==> config.mk <==
export PLATFORM = sky130hd
export DESIGN_NAME = multi_clock_divider_flat
export DESIGN_NICKNAME = d
export VERILOG_FILES = /design/src/rtl/clk_div_pkg.sv /design/src/rtl/multi_clock_divider_if.sv /design/src/rtl/clk_div_channel.sv /design/src/rtl/multi_clock_divider.sv /design/src/flat_wrapper.sv
export SDC_FILE = /design/constraint.sdc
export NUM_CORES = 1
export LEC_CHECK = 0
export ABC_AREA = 0
export BUFFER_PORTS_ARGS = -buffer_cell sky130_fd_sc_hd__buf_2
export CORE_UTILIZATION = 52
export CTS_BUF_LIST = sky130_fd_sc_hd__clkbuf_16
export DETAILED_ROUTE_END_ITERATION = 10
export PLACE_DENSITY = 0.79
export SLEW_MARGIN = 25
export SYNTH_ARGS = -nofsm -noshare
export SYNTH_HDL_FRONTEND = slang
export SYNTH_SLANG_ARGS = --single-unit
==> constraint.sdc <==
create_clock -name clock_in -period 6.9 [get_ports clock_in]
set_clock_uncertainty 0.05 [all_clocks]
set_input_delay 0.345 -clock clock_in [delete_from_list [all_inputs] [get_ports clock_in]]
set_output_delay 0.345 -clock clock_in [all_outputs]
set_load 0.02 [all_outputs]
==> src/rtl/clk_div_pkg.sv <==
// Shared types and helpers for the multi-channel clock divider.
package clk_div_pkg;

  typedef enum logic [1:0] {
    IDLE = 2'd0,
    RUN  = 2'd1,
    PEND = 2'd2,
    STOP = 2'd3
  } ch_state_t;

  localparam int unsigned MIN_DIV = 2;

  // Divisors below MIN_DIV cannot produce a period, so they are raised to it.
  function automatic logic [31:0] clamp_div(input logic [31:0] d);
    return (d < MIN_DIV) ? MIN_DIV : d;
  endfunction

endpackage

==> src/rtl/multi_clock_divider_if.sv <==
// Divisor load handshake between a controller (master) and the divider (slave).
interface multi_clock_divider_if #(
  parameter int unsigned CNT_WIDTH = 16
);
  logic                 load_valid;
  logic [2:0]           load_ch;
  logic [CNT_WIDTH-1:0] load_div;
  logic                 load_ready;

  modport master (output load_valid, load_ch, load_div, input load_ready);
  modport slave  (input load_valid, load_ch, load_div, output load_ready);
endinterface

==> src/rtl/clk_div_channel.sv <==
// One divider channel: counter, divisor, shadow divisor and run/stop FSM.
// Optional CLK_DIV_TICK_EN adds a one-cycle tick on each rising clk_out.
module clk_div_channel
  import clk_div_pkg::*;
#(
  parameter int unsigned CNT_WIDTH   = 16,
  parameter int unsigned DEFAULT_DIV = 10
) (
  input  logic                 clk,
  input  logic                 rst,
  input  logic                 en,
  input  logic                 load,
  input  logic [CNT_WIDTH-1:0] load_div,
  output logic                 clk_out,
  output logic                 running,
  output logic                 pending
`ifdef CLK_DIV_TICK_EN
  , output logic               tick
`endif
);

  ch_state_t            state, state_n;
  logic [CNT_WIDTH-1:0] cnt, cnt_n, div, div_n, shadow, shadow_n;
  logic                 pend, pend_n;
  logic                 wrap, out_n;
`ifdef CLK_DIV_TICK_EN
  logic                 tick_n;
`endif

  assign wrap    = (cnt == div - 1'b1);
  assign pending = pend;

  always_ff @(posedge clk or posedge rst) begin
    if (rst) begin
      state   <= IDLE;
      cnt     <= '0;
      div     <= CNT_WIDTH'(DEFAULT_DIV);
      shadow  <= CNT_WIDTH'(DEFAULT_DIV);
      pend    <= 1'b0;
      clk_out <= 1'b0;
`ifdef CLK_DIV_TICK_EN
      tick    <= 1'b0;
`endif
    end else begin
      state   <= state_n;
      cnt     <= cnt_n;
      div     <= div_n;
      shadow  <= shadow_n;
      pend    <= pend_n;
      clk_out <= out_n;
`ifdef CLK_DIV_TICK_EN
      tick    <= tick_n;
`endif
    end
  end

  always_comb begin
    state_n  = state;
    cnt_n    = wrap ? '0 : cnt + 1'b1;
    div_n    = div;
    shadow_n = shadow;
    pend_n   = pend;
    unique case (state)
      IDLE: begin
        cnt_n = '0;
        if (load) div_n = load_div;
        if (en)   state_n = RUN;
      end
      RUN: begin
        if (load) begin
          shadow_n = load_div;
          pend_n   = 1'b1;
        end
        if (!en)         state_n = STOP;
        else if (pend_n) state_n = PEND;
      end
      PEND: begin
        if (wrap) begin
          div_n   = shadow;
          pend_n  = 1'b0;
          state_n = en ? RUN : STOP;
        end else if (!en) begin
          state_n = STOP;
        end
      end
      STOP: begin
        if (wrap && pend) begin
          div_n  = shadow;
          pend_n = 1'b0;
        end
        // A load landing on the wrap into IDLE has no later boundary to wait for.
        if (load) begin
          if (wrap && !en) begin
            div_n = load_div;
          end else begin
            shadow_n = load_div;
            pend_n   = 1'b1;
          end
        end
        if (en)        state_n = pend_n ? PEND : RUN;
        else if (wrap) state_n = IDLE;
      end
      default: state_n = IDLE;
    endcase
  end

  always_comb begin
    running = (state == RUN) || (state == PEND);
    out_n   = (state != IDLE) && (cnt < (div >> 1));
`ifdef CLK_DIV_TICK_EN
    tick_n  = out_n && !clk_out;
`endif
  end

endmodule

==> src/rtl/multi_clock_divider.sv <==
// NUM_CH independent programmable clock dividers with a shared load port.
// Optional CLK_DIV_TICK_EN adds the per-channel tick output.
module multi_clock_divider
  import clk_div_pkg::*;
#(
  parameter int unsigned NUM_CH      = 4,
  parameter int unsigned CNT_WIDTH   = 16,
  parameter int unsigned DEFAULT_DIV = 10
) (
  input  logic              clock_in,
  input  logic              reset,
  input  logic [NUM_CH-1:0] ch_en,
  multi_clock_divider_if.slave load,
  output logic [NUM_CH-1:0] clock_out,
  output logic [NUM_CH-1:0] running
`ifdef CLK_DIV_TICK_EN
  , output logic [NUM_CH-1:0] tick
`endif
);

  logic [NUM_CH-1:0]    pending, ch_load;
  logic [7:0]           pend_pad;
  logic                 in_range, accept;
  logic [CNT_WIDTH-1:0] div_clamped;

  // Pad to the full 3-bit channel space so any load_ch indexes safely.
  always_comb begin
    pend_pad              = '0;
    pend_pad[NUM_CH-1:0]  = pending;
  end

  assign in_range        = ({29'd0, load.load_ch} < NUM_CH);
  assign load.load_ready = in_range && !pend_pad[load.load_ch];
  assign accept          = load.load_valid && load.load_ready;
  assign div_clamped     = CNT_WIDTH'(clamp_div(32'(load.load_div)));

  for (genvar i = 0; i < NUM_CH; i++) begin : g_ch
    assign ch_load[i] = accept && (load.load_ch == 3'(i));

    clk_div_channel #(
      .CNT_WIDTH   (CNT_WIDTH),
      .DEFAULT_DIV (DEFAULT_DIV)
    ) u_ch (
      .clk      (clock_in),
      .rst      (reset),
      .en       (ch_en[i]),
      .load     (ch_load[i]),
      .load_div (div_clamped),
      .clk_out  (clock_out[i]),
      .running  (running[i]),
      .pending  (pending[i])
`ifdef CLK_DIV_TICK_EN
      , .tick   (tick[i])
`endif
    );
  end

endmodule

==> src/flat_wrapper.sv <==
// flat-port wrapper written by rule: the top's interface ports become plain ports
module multi_clock_divider_flat import clk_div_pkg::*;
#(
  parameter int unsigned NUM_CH      = 4,
  parameter int unsigned CNT_WIDTH   = 16,
  parameter int unsigned DEFAULT_DIV = 10
)
  (clock_in, reset, ch_en, clock_out, running, load_load_valid, load_load_ch, load_load_div, load_load_ready);
  multi_clock_divider_if #(.CNT_WIDTH(CNT_WIDTH)) load_i ();
  input  logic clock_in;
  input  logic reset;
  input  logic [NUM_CH-1:0] ch_en;
  output logic [NUM_CH-1:0] clock_out;
  output logic [NUM_CH-1:0] running;
  input wire logic [$bits(load_i.load_valid)-1:0] load_load_valid;
  input wire logic [$bits(load_i.load_ch)-1:0] load_load_ch;
  input wire logic [$bits(load_i.load_div)-1:0] load_load_div;
  output wire logic [$bits(load_i.load_ready)-1:0] load_load_ready;
  assign load_i.load_valid = load_load_valid;
  assign load_i.load_ch = load_load_ch;
  assign load_i.load_div = load_load_div;
  assign load_load_ready = load_i.load_ready;
  multi_clock_divider #(.NUM_CH(NUM_CH), .CNT_WIDTH(CNT_WIDTH), .DEFAULT_DIV(DEFAULT_DIV)) u_core (.clock_in(clock_in), .reset(reset), .ch_en(ch_en), .load(load_i), .clock_out(clock_out), .running(running));
endmodule
## Yosys cells after proc, flatten, opt, wreduce, memory -nomap -nowiden

Cells that the tools add are included.
Widths: inputs -> output; s select.

- Register bits: 208
- Latch bits: 0
- Memory bits (writable): 0
- ROM bits: 0
- Bits of input ports: 26
- Output and inout port bits: 9
- Word-level logic and storage cells: 277
- Memories: 0

- Add/sub/neg operators: 8
- Multipliers: 0
- Div/mod/pow operators: 0
- Order comparisons: 7
- Equality and inequality tests: 55
- Shifts and indexed selects: 0
- Mux-type cells: 119
- Bitwise operators: 0
- Reductions and logical operators: 64

Operators with widths:

| kind | number |
|---|---|
| $mux 16 | 37 |
| $pmux 16 s3 | 4 |
| $pmux 16 s2 | 4 |
| $mux 2 | 36 |
| $add 16x1->16 const B | 4 |
| $eq 16x16->1 | 4 |
| $lt 16x15->1 | 4 |
| $sub 16x1->16 const B | 4 |
| $ne 2x2->1 const B | 24 |
| $ne 3x3->1 const B | 12 |
| $pmux 2 s4 | 4 |
| $reduce_and 4->1 | 8 |
| $mux 1 | 29 |
| $reduce_bool 3->1 | 8 |
| $logic_and 1x1->1 | 18 |
| $eq 2x2->1 const B | 8 |
| $lt 16x2->1 const B | 1 |
| $reduce_bool 2->1 | 8 |
| $pmux 1 s3 | 4 |
| $reduce_and 3->1 | 4 |
| $eq 2x1->1 const B | 4 |
| $logic_not 2->1 | 4 |
| $reduce_and 2->1 | 4 |
| $eq 3x2->1 const B | 2 |
| other kinds (7) | 14 |

## Logic depth before layout (Yosys ltp)

Gate-level depths: netlist of run 1.

- Depth in word-level cells: 11
- Gate-level depth with buffers: 14
- Gate-level depth less buffers: 11

## Modules after synthesis

A second synthesis of run 1 with hierarchy kept.

- Cell total of the unflattened synthesis: 1774
- Area, all modules: 16004.1 µm²

Modules (own cells, without submodules):

| module | times used | cells an instance | area each (µm²) | seq. area each (µm²) |
|---|---|---|---|---|
| clk_div_channel at u_core.g_ch[1].u_ch ... | 2 | 430 | 3841.2 | 1306.3 |
| clk_div_channel at u_core.g_ch[3].u_ch | 1 | 476 | 4251.6 | 1306.3 |
| clk_div_channel at u_core.g_ch[0].u_ch | 1 | 409 | 3903.7 | 1306.3 |
| multi_clock_divider | 1 | 29 | 166.4 | 0.0 |

## Worst setup path after synthesis of run 1

No wires, ideal clock.

- Path type: register to register
- Start point: register u_core.g_ch[1].u_ch.div[1]
- End point: register u_core.g_ch[1].u_ch.div[10]
- Setup time: 140 ps
- Data arrival time: 3079 ps
- Setup slack: 3631 ps
- Stages on the path, launching flop included: 14
- Path buffers: 2
- Clock period less this slack: 3269 ps
- Cell sequence: dfstp_2 inv_1 ha_1 nor3b_2 or3_1 or3_1 o211ai_1 nand4b_1 nor2_1 clkbuf_1 clkbuf_1 nor2_1 a2111oi_0 a211oi_1

- Word-level cells in the longest chain between the ends: 7

RTL lines:

| element | line | text |
|---|---|---|
| from (decl) | clk_div_channel.sv:23 | `logic [CNT_WIDTH-1:0] cnt, cnt_n, div, div_n, shadow, shadow_n;` |
| from (signal assigned) | clk_div_channel.sv:37 | `div <= CNT_WIDTH'(DEFAULT_DIV);` |
| from (signal assigned) | clk_div_channel.sv:47 | `div <= div_n;` |
| $sub 16x1->16 * | clk_div_channel.sv:30 | `assign wrap = (cnt == div - 1'b1);` |
| $eq 16x16->1 * | clk_div_channel.sv:30 |  |
| $logic_and 1x1->1 | clk_div_channel.sv:87 | `if (wrap && pend) begin` |
| $mux 16 | clk_div_channel.sv:87 |  |
| $mux 16 | clk_div_channel.sv:93 | `if (wrap && !en) begin` |
| $mux 16 | clk_div_channel.sv:92 | `if (load) begin` |
| $pmux 16 s3 | clk_div_channel.sv:63 | `unique case (state)` |

Every way passes the cells marked *; elsewhere a longest branch is shown, timed or not.
A chain may end at the register's enable or synchronous reset.

## Final worst setup path of run 1

- Start point: register u_core.g_ch[1].u_ch.div[0]
- End point: register u_core.g_ch[1].u_ch.div[6]

The elaborated chain is that of the path after synthesis.

==> results by group, run 1 <==
Status
  • Result of the run: complete, no violations

CTS
  • Insertion delay to the later sink of the worst-skew pair: 0.53 ns
  • Clock buffer count from CTS: 24
  • CTS tree: built
  • Clock transition at path regs: 0.06 ns
  • H-Tree Level Count: 1
  • Clock root buffer master: sky130_fd_sc_hd__clkbuf_16
  • TritonCTS sink count: 208
  • Number of buffers on the longest clock path: 3

Timing
  • Setup repair after global routing missed its margin: false
  • Max_slew headroom: 0.3565
  • Number of max-slew violations in the final report: 0
  • Count of endpoints failing hold in the final timing report: 0
  • Slew at the pin with the worst max-slew slack: 0.9652 ns
  • Upper clock frequency limit: 238.7 MHz
  • Post-route setup TNS: 0 ns
  • Final Setup Violations: 0
  • Least setup slack across all paths after layout: 2.710 ns
  • Worst Hold Slack: 0.1604 ns
  • Final min period: 4.190 ns
  • Final period utilization: 0.6073

Flow run
  • MaxCap Viol Count: 0

Floorplan
  • Floorplan die width: 173.2 µm
  • Number of placement rows: 62
  • Standard cell core area: 28,780 µm²
  • Die area: 29,980 µm²
  • Height of the die: 173.2 µm
  • Initial Util: 0.5293
  • Total I/O pin count: 35

Placed design
  • Setup Slack @ Placement: 2.953 ns
  • Detailed Place HPWL: 26,420 µm
  • Final GP Congestion: 0.9130
  • PortBufs: 34
  • Placed Cells: 2,025

Routing
  • Number of design-rule violations left by the first detailed-router iteration: 1,276
  • Total length of routed wires: 38,410 µm
  • DRC: 0
  • Post-route ant nets: 0
  • Total number of vias: 13,340
  • TritonRoute pass-1 iters: 6
  • Wire length per cell after detailed routing: 18.56 µm
  • Drt via density: 6.445

Global route
  • GRT Util Overall: 0.2572
  • Largest net degree at the start of global routing: 129
  • Vias in the first global route: 12,890
  • Global-route congestion overflow total: 0
  • Initial antenna violation count: 1
  • Global-route wire length before repair: 64,950 µm

Worst hold path
  • Min-Delay Path Class: primary input to flip-flop

Final layout
  • Highest-count cells in the layout ignoring fill and taps: sky130_fd_sc_hd__dfrtp_1, sky130_fd_sc_hd__nor2_1, sky130_fd_sc_hd__a21oi_1, sky130_fd_sc_hd__nand2_1, sky130_fd_sc_hd__inv_1
  • Count of filler cells inserted in the layout: 2,476
  • Share of cells above drive strength 1: 0.1181
  • Commonest non-fill, non-tap cell in the layout: sky130_fd_sc_hd__dfrtp_1
  • Final #Nets: 1,782
  • Non-filler instance count after layout: 2,069
  • Antenna fix cells: 0
  • Layout area overhead: 6.292%

Logic synthesis
  • Netlist area before placement: 15,230 µm²
  • Post-Syn Instances: 1,715
  • Number of flops mapped to enable cells by yosys: 0
  • Yosys top cell by area: sky130_fd_sc_hd__dfrtp_1
  • Part of the Yosys area used for sequential elements: 0.3430
  • Area share of the largest cell type after synthesis: 0.3154
  • Dominant cells by area after synthesis: sky130_fd_sc_hd__dfrtp_1, sky130_fd_sc_hd__ha_1, sky130_fd_sc_hd__mux2_2
  • Async S/R FF share, synth: 1.000
  • Main synth FF type: sky130_fd_sc_hd__dfrtp_1
  • Mean Syn Cell Area: 8.882 µm²
  • Warnings, synthesis: 0
  • Post-Syn Nets: 1,829
  • Post-synth cell types: 90
  • Number of register bits inferred by synthesis: 208

Pwr
  • Cell leakage power: 7.179 nW
  • Logic gate share of total power: 0.504
  • Maximum vdd ir drop: 0.2503 mV
  • Post-route total power: 0.006967 W
  • Fraction of power consumed by sequential logic: 0.322
  • Internal Dissipation: 0.003786 W
  • Part of the total power dissipated in the clock network: 0.174
  • Pwr dens: 430.3 nW/µm²
  • Switching share of total power: 0.4565
  • NetSw: 0.003181 W

Setup path
  • CP endpoint kind: flip-flop
  • Crit-path max cell delay: 0.67 ns
  • Family with the most delay on the worst path: simple AND/OR/NAND/NOR gates
  • Crit path kind: flip-flop to flip-flop
  • Arrival time at the worst endpoint: 4.51 ns
  • Startpoint Class: flip-flop
  • Critical-path maximum fanout: 14
  • Critical path's slowest cell: sky130_fd_sc_hd__nand4b_1
  • Series of cell instances along the critical path: inv_1 -> ha_1 -> nor3b_2 -> nand3_1 -> a2bb2oi_1 -> a22oi_1 -> nand3_1 -> nor2_1 -> nand4b_1 -> a221oi_1 -> a211oi_1
  • CP dominant cell by count: sky130_fd_sc_hd__nand3_1
  • Crit path buffers/inverters: 1
  • Required time reported for the critical path endpoint: 7.22 ns
[final cells by class]
class                           instances  area, µm²  area share
Clock inverter                         18      111.4    0.006878
Tap cell                              384      480.5     0.02968
Inverter                               94      360.3     0.02226
Clock buffer                           25      625.6     0.03864
Multi-Input combinational cell       1293       9119      0.5632
Sequential cell                       208       5225      0.3227
Timing Repair Buffer                   47      269.0     0.01662
[sequential cells by signal (all words and copies together) (netlist names)]
register	count
u_core.g_ch.u_ch.state	8
u_core.g_ch.u_ch.clk_out	4
u_core.g_ch.u_ch.shadow	64
u_core.g_ch.u_ch.cnt	64
u_core.g_ch.u_ch.div	64
u_core.g_ch.u_ch.pending	4
[per-stage QoR]
step           area (µm²)  utilization
3_5_place_dp        15430       0.5363
3_3_place_gp        15410       0.5354
2_1_floorplan       15230            -
6_report            16190       0.5626
4_1_cts             16180       0.5623
5_1_grt             16190       0.5626
[what timing repair did]
item | in CTS | in global routing
hold buffers | 1 | 0
endpoints found under the hold margin | 16 | 0
endpoints found under the setup margin | 0 | 0
resized for setup | 0 | 0
buffers inserted | 0 | 0
[cell usage after synthesis, types with 7 or more instances]
cell / instances
sky130_fd_sc_hd__nor2_1: 170
sky130_fd_sc_hd__a31oi_1: 12
sky130_fd_sc_hd__xor2_1: 62
sky130_fd_sc_hd__nor3b_1: 26
sky130_fd_sc_hd__buf_2: 17
sky130_fd_sc_hd__or4_1: 12
sky130_fd_sc_hd__nand2_1: 101
sky130_fd_sc_hd__o21a_1: 16
sky130_fd_sc_hd__mux2i_1: 7
sky130_fd_sc_hd__inv_1: 94
sky130_fd_sc_hd__o22ai_1: 19
sky130_fd_sc_hd__dfstp_2: 16
sky130_fd_sc_hd__dfrtp_1: 192
sky130_fd_sc_hd__buf_4: 10
sky130_fd_sc_hd__or3_1: 10
sky130_fd_sc_hd__nor3_1: 39
sky130_fd_sc_hd__nand3_1: 69
sky130_fd_sc_hd__a22oi_1: 24
sky130_fd_sc_hd__o21ai_0: 34
sky130_fd_sc_hd__a2bb2oi_1: 8
sky130_fd_sc_hd__nor4_1: 23
sky130_fd_sc_hd__nand4_1: 15
sky130_fd_sc_hd__mux2_2: 61
sky130_fd_sc_hd__nor2b_1: 17
sky130_fd_sc_hd__a21oi_1: 104
sky130_fd_sc_hd__o211ai_1: 9
sky130_fd_sc_hd__a2111oi_0: 22
sky130_fd_sc_hd__a221oi_1: 31
sky130_fd_sc_hd__o221ai_1: 7
sky130_fd_sc_hd__nand2b_1: 17
sky130_fd_sc_hd__a211oi_1: 38
sky130_fd_sc_hd__a21o_1: 38
sky130_fd_sc_hd__o221ai_2: 10
sky130_fd_sc_hd__xnor2_1: 71
sky130_fd_sc_hd__o31ai_1: 10
sky130_fd_sc_hd__ha_1: 88
sky130_fd_sc_hd__clkbuf_1: 87
sky130_fd_sc_hd__and3_1: 20
[power by group through the flow]
stage | registers (W) | logic [W] | clock network [W]
global route | 0.00230 | 0.00393 | 0.00127
global placement | 0.00221 | 0.00332 | 0
floorplan | 0.00197 | 0.00295 | 0
CTS | 0.00222 | 0.00347 | 0.00123
detailed placement | 0.00223 | 0.00344 | 0
finish | 0.00224 | 0.00351 | 0.00121
[final timing paths]
kind	from	to	slack (ns)	cells after the start
max	u_core.g_ch[1].u_ch.div[0]	u_core.g_ch[1].u_ch.div[6]	2.71	11
min	load_load_div[3]	u_core.g_ch[2].u_ch.div[3]	0.16	3
max reg2reg	u_core.g_ch[1].u_ch.div[0]	u_core.g_ch[1].u_ch.div[6]	2.71	11
min reg2reg	u_core.g_ch[2].u_ch.shadow[1]	u_core.g_ch[2].u_ch.shadow[1]	0.46	2
max in group asynchronous	reset	u_core.g_ch[2].u_ch.shadow[6]	5.05	4
min in group asynchronous	reset	u_core.g_ch[1].u_ch.cnt[4]	0.47	3
[layer usage]
metal,track usage,wire length (µm)
met5,0,13
met1,0.3572,16830
met2,0.4143,17680
met4,0.08850,1145
met3,0.03232,2734
[worst reg2reg max path: cells and delay by family, from the launching register on]
kind                     cells  cell delay, ns
AO/OA/AOI/OAI                4            1.15
buffers and inverters        1            0.14
AND/OR/NAND/NOR              5            2.00
flip-flops                   1            0.46
adder cells (fa/ha/maj)      1            0.23
[kinds of logic after synthesis]
kind of cell,after synthesis,synth area share
AOI/OAI and AO/OA,432,0.2031
xor gates and xnor gates,133,0.07647
adders and majority gates,88,0.07229
buffers and inverters,214,0.05865
DFF,208,0.3430
muxes,71,0.05265
and+or+nand+nor,569,0.1938
Power figures use the tool's default switching activity.
==> run 2, diff against run 1 <==
- PLACE_DENSITY: 0.79 -> 0.82
- clock period: 6.9 -> 3.68 ns (I/O delays scaled with it)
==> run 2 against run 1 <==
Non-clock buffer count rose by 46. First-iteration DRC count rose by 2.8%. Total power rose by 97%. Via count rose by 0.25%. Count of clock-buffer cells in the layout did not move. Sequential power rose by 85%. Highest routed layer unchanged. Sequential cell count did not move. Hold slack got worse by 0.13 ns. Register-to-register slack got worse by 2.5 ns.
==> results by group, run 2 (synthesis results as in run 1) <==
Global route
  • Initial antenna violation count: 2
  • Global-route congestion overflow total: 0
  • Largest net degree at the start of global routing: 77
  • Global-route wire length before repair: 65,050 µm
  • GRT Util Overall: 0.2608
  • Vias in the first global route: 12,930

CTS
  • CTS tree: built
  • Insertion delay to the later sink of the worst-skew pair: 0.53 ns
  • TritonCTS sink count: 208
  • Clock transition at path regs: 0.06 ns
  • H-Tree Level Count: 1
  • Number of buffers on the longest clock path: 3
  • Clock buffer count from CTS: 24
  • Clock root buffer master: sky130_fd_sc_hd__clkbuf_16

Pwr
  • Pwr dens: 818.5 nW/µm²
  • Internal Dissipation: 0.007606 W
  • Cell leakage power: 7.476 nW
  • Switching share of total power: 0.4449
  • Maximum vdd ir drop: 0.4418 mV
  • Post-route total power: 0.01370 W
  • Logic gate share of total power: 0.514
  • Fraction of power consumed by sequential logic: 0.303
  • NetSw: 0.006096 W
  • Part of the total power dissipated in the clock network: 0.183

Floorplan
  • Standard cell core area: 28,780 µm²
  • Initial Util: 0.5293
  • Floorplan die width: 173.2 µm
  • Number of placement rows: 62
  • Total I/O pin count: 35
  • Height of the die: 173.2 µm
  • Die area: 29,980 µm²

Routing
  • Number of design-rule violations left by the first detailed-router iteration: 1,312
  • TritonRoute pass-1 iters: 8
  • DRC: 0
  • Wire length per cell after detailed routing: 18.58 µm
  • Total length of routed wires: 39,340 µm
  • Total number of vias: 13,370
  • Post-route ant nets: 0
  • Drt via density: 6.315

Final layout
  • Register Area: 5225 µm²
  • Footprint of the multi-input gates: 9154 µm²
  • Top flop regs: u_core.g_ch.u_ch.cnt (64), u_core.g_ch.u_ch.div (64), u_core.g_ch.u_ch.shadow (64)
  • Final design area excluding fillers: 16,740 µm²
  • Core occupancy in the finished layout: 0.5816
  • Layout area overhead: 9.898%
  • Commonest non-fill, non-tap cell in the layout: sky130_fd_sc_hd__dfrtp_1
  • Final #Nets: 1,828
  • Highest-count cells in the layout ignoring fill and taps: sky130_fd_sc_hd__dfrtp_1, sky130_fd_sc_hd__nor2_1, sky130_fd_sc_hd__a21oi_1, sky130_fd_sc_hd__nand2_1, sky130_fd_sc_hd__inv_1
  • Share of cells above drive strength 1: 0.1467
  • Count of filler cells inserted in the layout: 2,368

Status
  • Result of the run: complete, no violations

Setup path
  • Required time reported for the critical path endpoint: 4.02 ns
  • CP endpoint kind: flip-flop
  • Critical-path maximum fanout: 13
  • Crit path kind: flip-flop to flip-flop
  • Startpoint Class: flip-flop
  • Arrival time at the worst endpoint: 3.85 ns

Timing
  • Final Setup Violations: 0
  • Final period utilization: 0.9526
  • Worst Hold Slack: 0.02906 ns
  • Max_slew headroom: 0.4325
  • Count of endpoints failing hold in the final timing report: 0
  • Number of max-slew violations in the final report: 0
  • Slew at the pin with the worst max-slew slack: 0.8513 ns
  • Upper clock frequency limit: 285.2 MHz
  • Final min period: 3.506 ns

Placed design
  • Post-DP Area: 15,810 µm²
  • PortBufs: 34
  • Final GP Congestion: 0.9353
  • Detailed Place HPWL: 27,470 µm

Worst hold path
  • Min-Delay Path Class: primary input to flip-flop

Flow run
  • MaxCap Viol Count: 0
[run 2: cell count changes in the layout (fill, tap and decap cells not counted), sizes merged]
cell,previous run,this run
buf,46,91
inv,99,95
bufinv,1,4
clkinv,10,11
clkinvlp,2,3
diode,0,1
dlygate4sd3,1,2
[run 2: final timing paths]
path	cells past startpoint	slack [ns]	from	to
worst max-delay path	8	0.17	u_core.g_ch[2].u_ch.div[0]	u_core.g_ch[2].u_ch.div[6]
worst min-delay path	3	0.03	ch_en[1]	u_core.g_ch[1].u_ch.pending
worst max register to register	8	0.17	u_core.g_ch[2].u_ch.div[0]	u_core.g_ch[2].u_ch.div[6]
worst min register to register	2	0.47	u_core.g_ch[2].u_ch.shadow[1]	u_core.g_ch[2].u_ch.shadow[1]
max in group asynchronous	4	2.36	reset	u_core.g_ch[3].u_ch.div[1]
min in group asynchronous	3	0.28	reset	u_core.g_ch[1].u_ch.cnt[5]
[run 2: through the flow]
| step | TNS (ns) | cells | setup slack [ns] |
|---|---|---|---|
| 2_1_floorplan | 0 | 1715 | 0.4110 |
| 3_3_place_gp | 0 | 2066 | 0.3257 |
| 3_5_place_dp | 0 | 2066 | 0.1414 |
| 4_1_cts | 0 | 2112 | 0.1048 |
| 5_1_grt | -0.002631 | 2117 | -0.002631 |
| 6_report | 0 | 2117 | 0.1743 |
[run 2: power groups by stage]
stage	Sequential (W)	Combinational [W]	Clock [W]
after global routing	0.00425	0.00781	0.00264
after floorplan	0.00370	0.00553	0
after detailed placement	0.00412	0.00682	0
after global placement	0.00409	0.00655	0
final	0.00415	0.00705	0.00251
after CTS	0.00410	0.00687	0.00256
[run 2: cell type report]
| class | count | area share |
|---|---|---|
| Clock buffer | 25 | 0.03737 |
| Inverter | 94 | 0.02130 |
| Antenna cell | 1 | 0.0001495 |
| Sequential cell | 208 | 0.3121 |
| Timing Repair Buffer | 93 | 0.04141 |
| Tap cell | 384 | 0.02870 |
| Clock inverter | 19 | 0.01211 |
| Multi-Input combinational cell | 1293 | 0.5468 |
[run 2: metal layers]
metal	track usage	up-vias	part of all wire	routed length, µm
met2	0.4190	517	0.47	18380
met5	0	-	0.00025	10
met4	0.1213	2	0.038	1514
met1	0.3477	6471	0.43	16810
li1	-	6254	-	-
met3	0.03782	124	0.067	2636
[run 2: critical path, stage by stage (launching register included)]
cell                       delay, ns
sky130_fd_sc_hd__dfrtp_1        0.45
sky130_fd_sc_hd__or4_1          0.62
sky130_fd_sc_hd__nor4b_2        0.33
sky130_fd_sc_hd__mux2i_1        0.26
sky130_fd_sc_hd__nor3b_1        0.36
sky130_fd_sc_hd__nand4_2        0.18
sky130_fd_sc_hd__or3b_1         0.63
sky130_fd_sc_hd__a221oi_1       0.40
sky130_fd_sc_hd__a311oi_1       0.10
[run 2: timing repair]
action                     CTS  global route
buffers inserted             0             4
hold buffers                 2             0
hold endpoints to repair    28             0
gates resized for setup      0             8
setup endpoints to repair    0            44
==> run 3, diff against run 2 <==
- BUFFER_PORTS_ARGS: -buffer_cell sky130_fd_sc_hd__buf_2 -> unset
- CAP_MARGIN: unset -> 25
- DONT_BUFFER_PORTS: unset -> 1
- PLACE_DENSITY: 0.82 -> 0.81
==> run 3 against run 2 <==
Die area unchanged. Sequential cell count unchanged. Cell area down 0.73%. Sequential power up 1%. Critical path type unchanged. Clock power down 3%. Total power down 1.3%. Utilization down 0.43 points. Global-route usage up 0.31 points. Count of clock-buffer cells in the layout unchanged. Largest power group unchanged. Wire length up 2.3%. Highest routed layer is now met4.
==> results by group, run 3 (synthesis results as in run 1) <==
Status
  • Result of the run: complete, no violations

Timing
  • Final min period: 3.529 ns
  • Slew at the pin with the worst max-slew slack: 0.9593 ns
  • Final period utilization: 0.9590
  • Count of endpoints failing hold in the final timing report: 0
  • Upper clock frequency limit: 283.3 MHz
  • Max_slew headroom: 0.3604
  • Final Setup Violations: 0
  • Post-route setup TNS: 0 ns
  • Worst Hold Slack: 0.009478 ns
  • Number of max-slew violations in the final report: 0

Placed design
  • Detailed Place HPWL: 27,430 µm
  • PortBufs: 0
  • Placed Cells: 2,020
  • Post-DP Area: 15,540 µm²
  • Final GP Congestion: 0.9423

CTS
  • Insertion delay to the later sink of the worst-skew pair: 0.53 ns
  • Clock transition at path regs: 0.07 ns
  • H-Tree Level Count: 1
  • Number of buffers on the longest clock path: 3
  • Clock buffer count from CTS: 24
  • CTS tree: built
  • Clock root buffer master: sky130_fd_sc_hd__clkbuf_16
  • TritonCTS sink count: 208

Final layout
  • Layout area overhead: 9.093%
  • Final #Nets: 1,799
  • Final design area excluding fillers: 16,620 µm²
  • Non-filler instance count after layout: 2,087
  • Top flop regs: u_core.g_ch.u_ch.cnt (64), u_core.g_ch.u_ch.div (64), u_core.g_ch.u_ch.shadow (64)
  • Count of filler cells inserted in the layout: 2,398
  • Share of cells above drive strength 1: 0.1216
  • Commonest non-fill, non-tap cell in the layout: sky130_fd_sc_hd__dfrtp_1
  • Highest-count cells in the layout ignoring fill and taps: sky130_fd_sc_hd__dfrtp_1, sky130_fd_sc_hd__nor2_1, sky130_fd_sc_hd__a21oi_1, sky130_fd_sc_hd__nand2_1, sky130_fd_sc_hd__inv_1

Global route
  • Largest net degree at the start of global routing: 147
  • GRT Util Overall: 0.2639
  • Global-route wire length before repair: 65,820 µm
  • Initial antenna violation count: 1
  • Global-route congestion overflow total: 0
  • Vias in the first global route: 12,930

Setup path
  • CP endpoint kind: flip-flop
  • Critical-path maximum fanout: 10
  • Required time reported for the critical path endpoint: 4.01 ns
  • Arrival time at the worst endpoint: 3.86 ns
  • Crit path kind: flip-flop to flip-flop
  • Startpoint Class: flip-flop

Floorplan
  • Initial Util: 0.5293
  • Floorplan die width: 173.2 µm
  • Standard cell core area: 28,780 µm²
  • Height of the die: 173.2 µm
  • Die area: 29,980 µm²
  • Number of placement rows: 62
  • Total I/O pin count: 35

Pwr
  • Post-route total power: 0.01353 W
  • Cell leakage power: 7.330 nW
  • Maximum vdd ir drop: 0.4224 mV
  • Pwr dens: 814.1 nW/µm²

Routing
  • Total number of vias: 13,450
  • Total length of routed wires: 40,250 µm
  • Post-route ant nets: 0
  • Wire length per cell after detailed routing: 19.28 µm
  • Drt via density: 6.443
  • TritonRoute pass-1 iters: 6
  • Number of design-rule violations left by the first detailed-router iteration: 1,519
  • DRC: 0

Flow run
  • MaxCap Viol Count: 0

Worst hold path
  • Min-Delay Path Class: primary input to flip-flop
run 3: cell types whose count changed in the layout (fill, tap and decap cells not counted), moves of 2 or more:
cell	before	now
sky130_fd_sc_hd__buf_2	34	0
sky130_fd_sc_hd__dlygate4sd3_1	2	21
sky130_fd_sc_hd__buf_4	51	38
sky130_fd_sc_hd__buf_12	6	4
sky130_fd_sc_hd__clkinv_1	2	4
sky130_fd_sc_hd__clkinv_4	2	0
sky130_fd_sc_hd__inv_6	0	2
sky130_fd_sc_hd__nor2_2	1	3
run 3: worst max-delay path: stages (launching register included):
cell and delay [ns]:
sky130_fd_sc_hd__dfstp_2 0.59, sky130_fd_sc_hd__inv_1 0.07, sky130_fd_sc_hd__ha_1 0.23, sky130_fd_sc_hd__nor3b_4 0.20, sky130_fd_sc_hd__or3_1 0.41, sky130_fd_sc_hd__or3_1 0.32
sky130_fd_sc_hd__o211ai_1 0.12, sky130_fd_sc_hd__nand4b_1 0.13, sky130_fd_sc_hd__buf_4 0.18, sky130_fd_sc_hd__nor3_1 0.23, sky130_fd_sc_hd__a22oi_2 0.23, sky130_fd_sc_hd__buf_4 0.27
sky130_fd_sc_hd__a221oi_1 0.26, sky130_fd_sc_hd__a211oi_1 0.09
run 3: final cells by class:
type / instances / area, µm² / area share
Sequential cell: 208 / 5225 / 0.3144
Tap cell: 384 / 480.5 / 0.02891
Clock buffer: 25 / 625.6 / 0.03765
Clock inverter: 18 / 171.4 / 0.01032
Inverter: 94 / 356.6 / 0.02146
Antenna cell: 1 / 2.502 / 0.0001506
Timing Repair Buffer: 63 / 575.6 / 0.03464
Multi-Input combinational cell: 1294 / 9180 / 0.5524
run 3: routing by layer:
metal,up-vias,part of all wire,GRT usage
met3,116,0.077,0.04617
met4,0,0.040,0.1095
met1,6536,0.42,0.3479
met2,598,0.46,0.4286
li1,6196,-,-
met5,-,0,0
run 3: final timing paths:
kind	start	end	slack (ns)	depth (start not counted)
min in group asynchronous	reset	u_core.g_ch[1].u_ch.cnt[6]	0.12	2
min reg2reg	u_core.g_ch[2].u_ch.shadow[1]	u_core.g_ch[2].u_ch.shadow[1]	0.46	2
max reg2reg	u_core.g_ch[1].u_ch.div[1]	u_core.g_ch[1].u_ch.div[4]	0.15	13
max	u_core.g_ch[1].u_ch.div[1]	u_core.g_ch[1].u_ch.div[4]	0.15	13
min	ch_en[0]	u_core.g_ch[0].u_ch.state[0]	0.009	4
max in group asynchronous	reset	u_core.g_ch[0].u_ch.cnt[11]	2.32	3
run 3: metrics by stage:
stage                       util  setup WS (ns)
after global placement    0.5395         0.2643
after floorplan                -         0.4110
final                     0.5774         0.1507
after detailed placement  0.5398        0.05303
after global routing      0.5774      -0.002227
after CTS                 0.5748        0.03206
run 3: where the power goes:
| group | total, W | switching, W | internal [W] |
|---|---|---|---|
| Clock | 0.00244 | 0.000997 | 0.00144 |
| Combinational | 0.00689 | 0.00401 | 0.00288 |
| Sequential | 0.00420 | 0.00112 | 0.00308 |
| Total | 0.0135 | 0.00612 | 0.00741 |
run 3: repair_timing:
item,CTS,global route
resized for setup,0,11
setup buffers,0,1
hold endpoints to repair,182,0
setup endpoints to repair,0,55
hold buffers,21,0
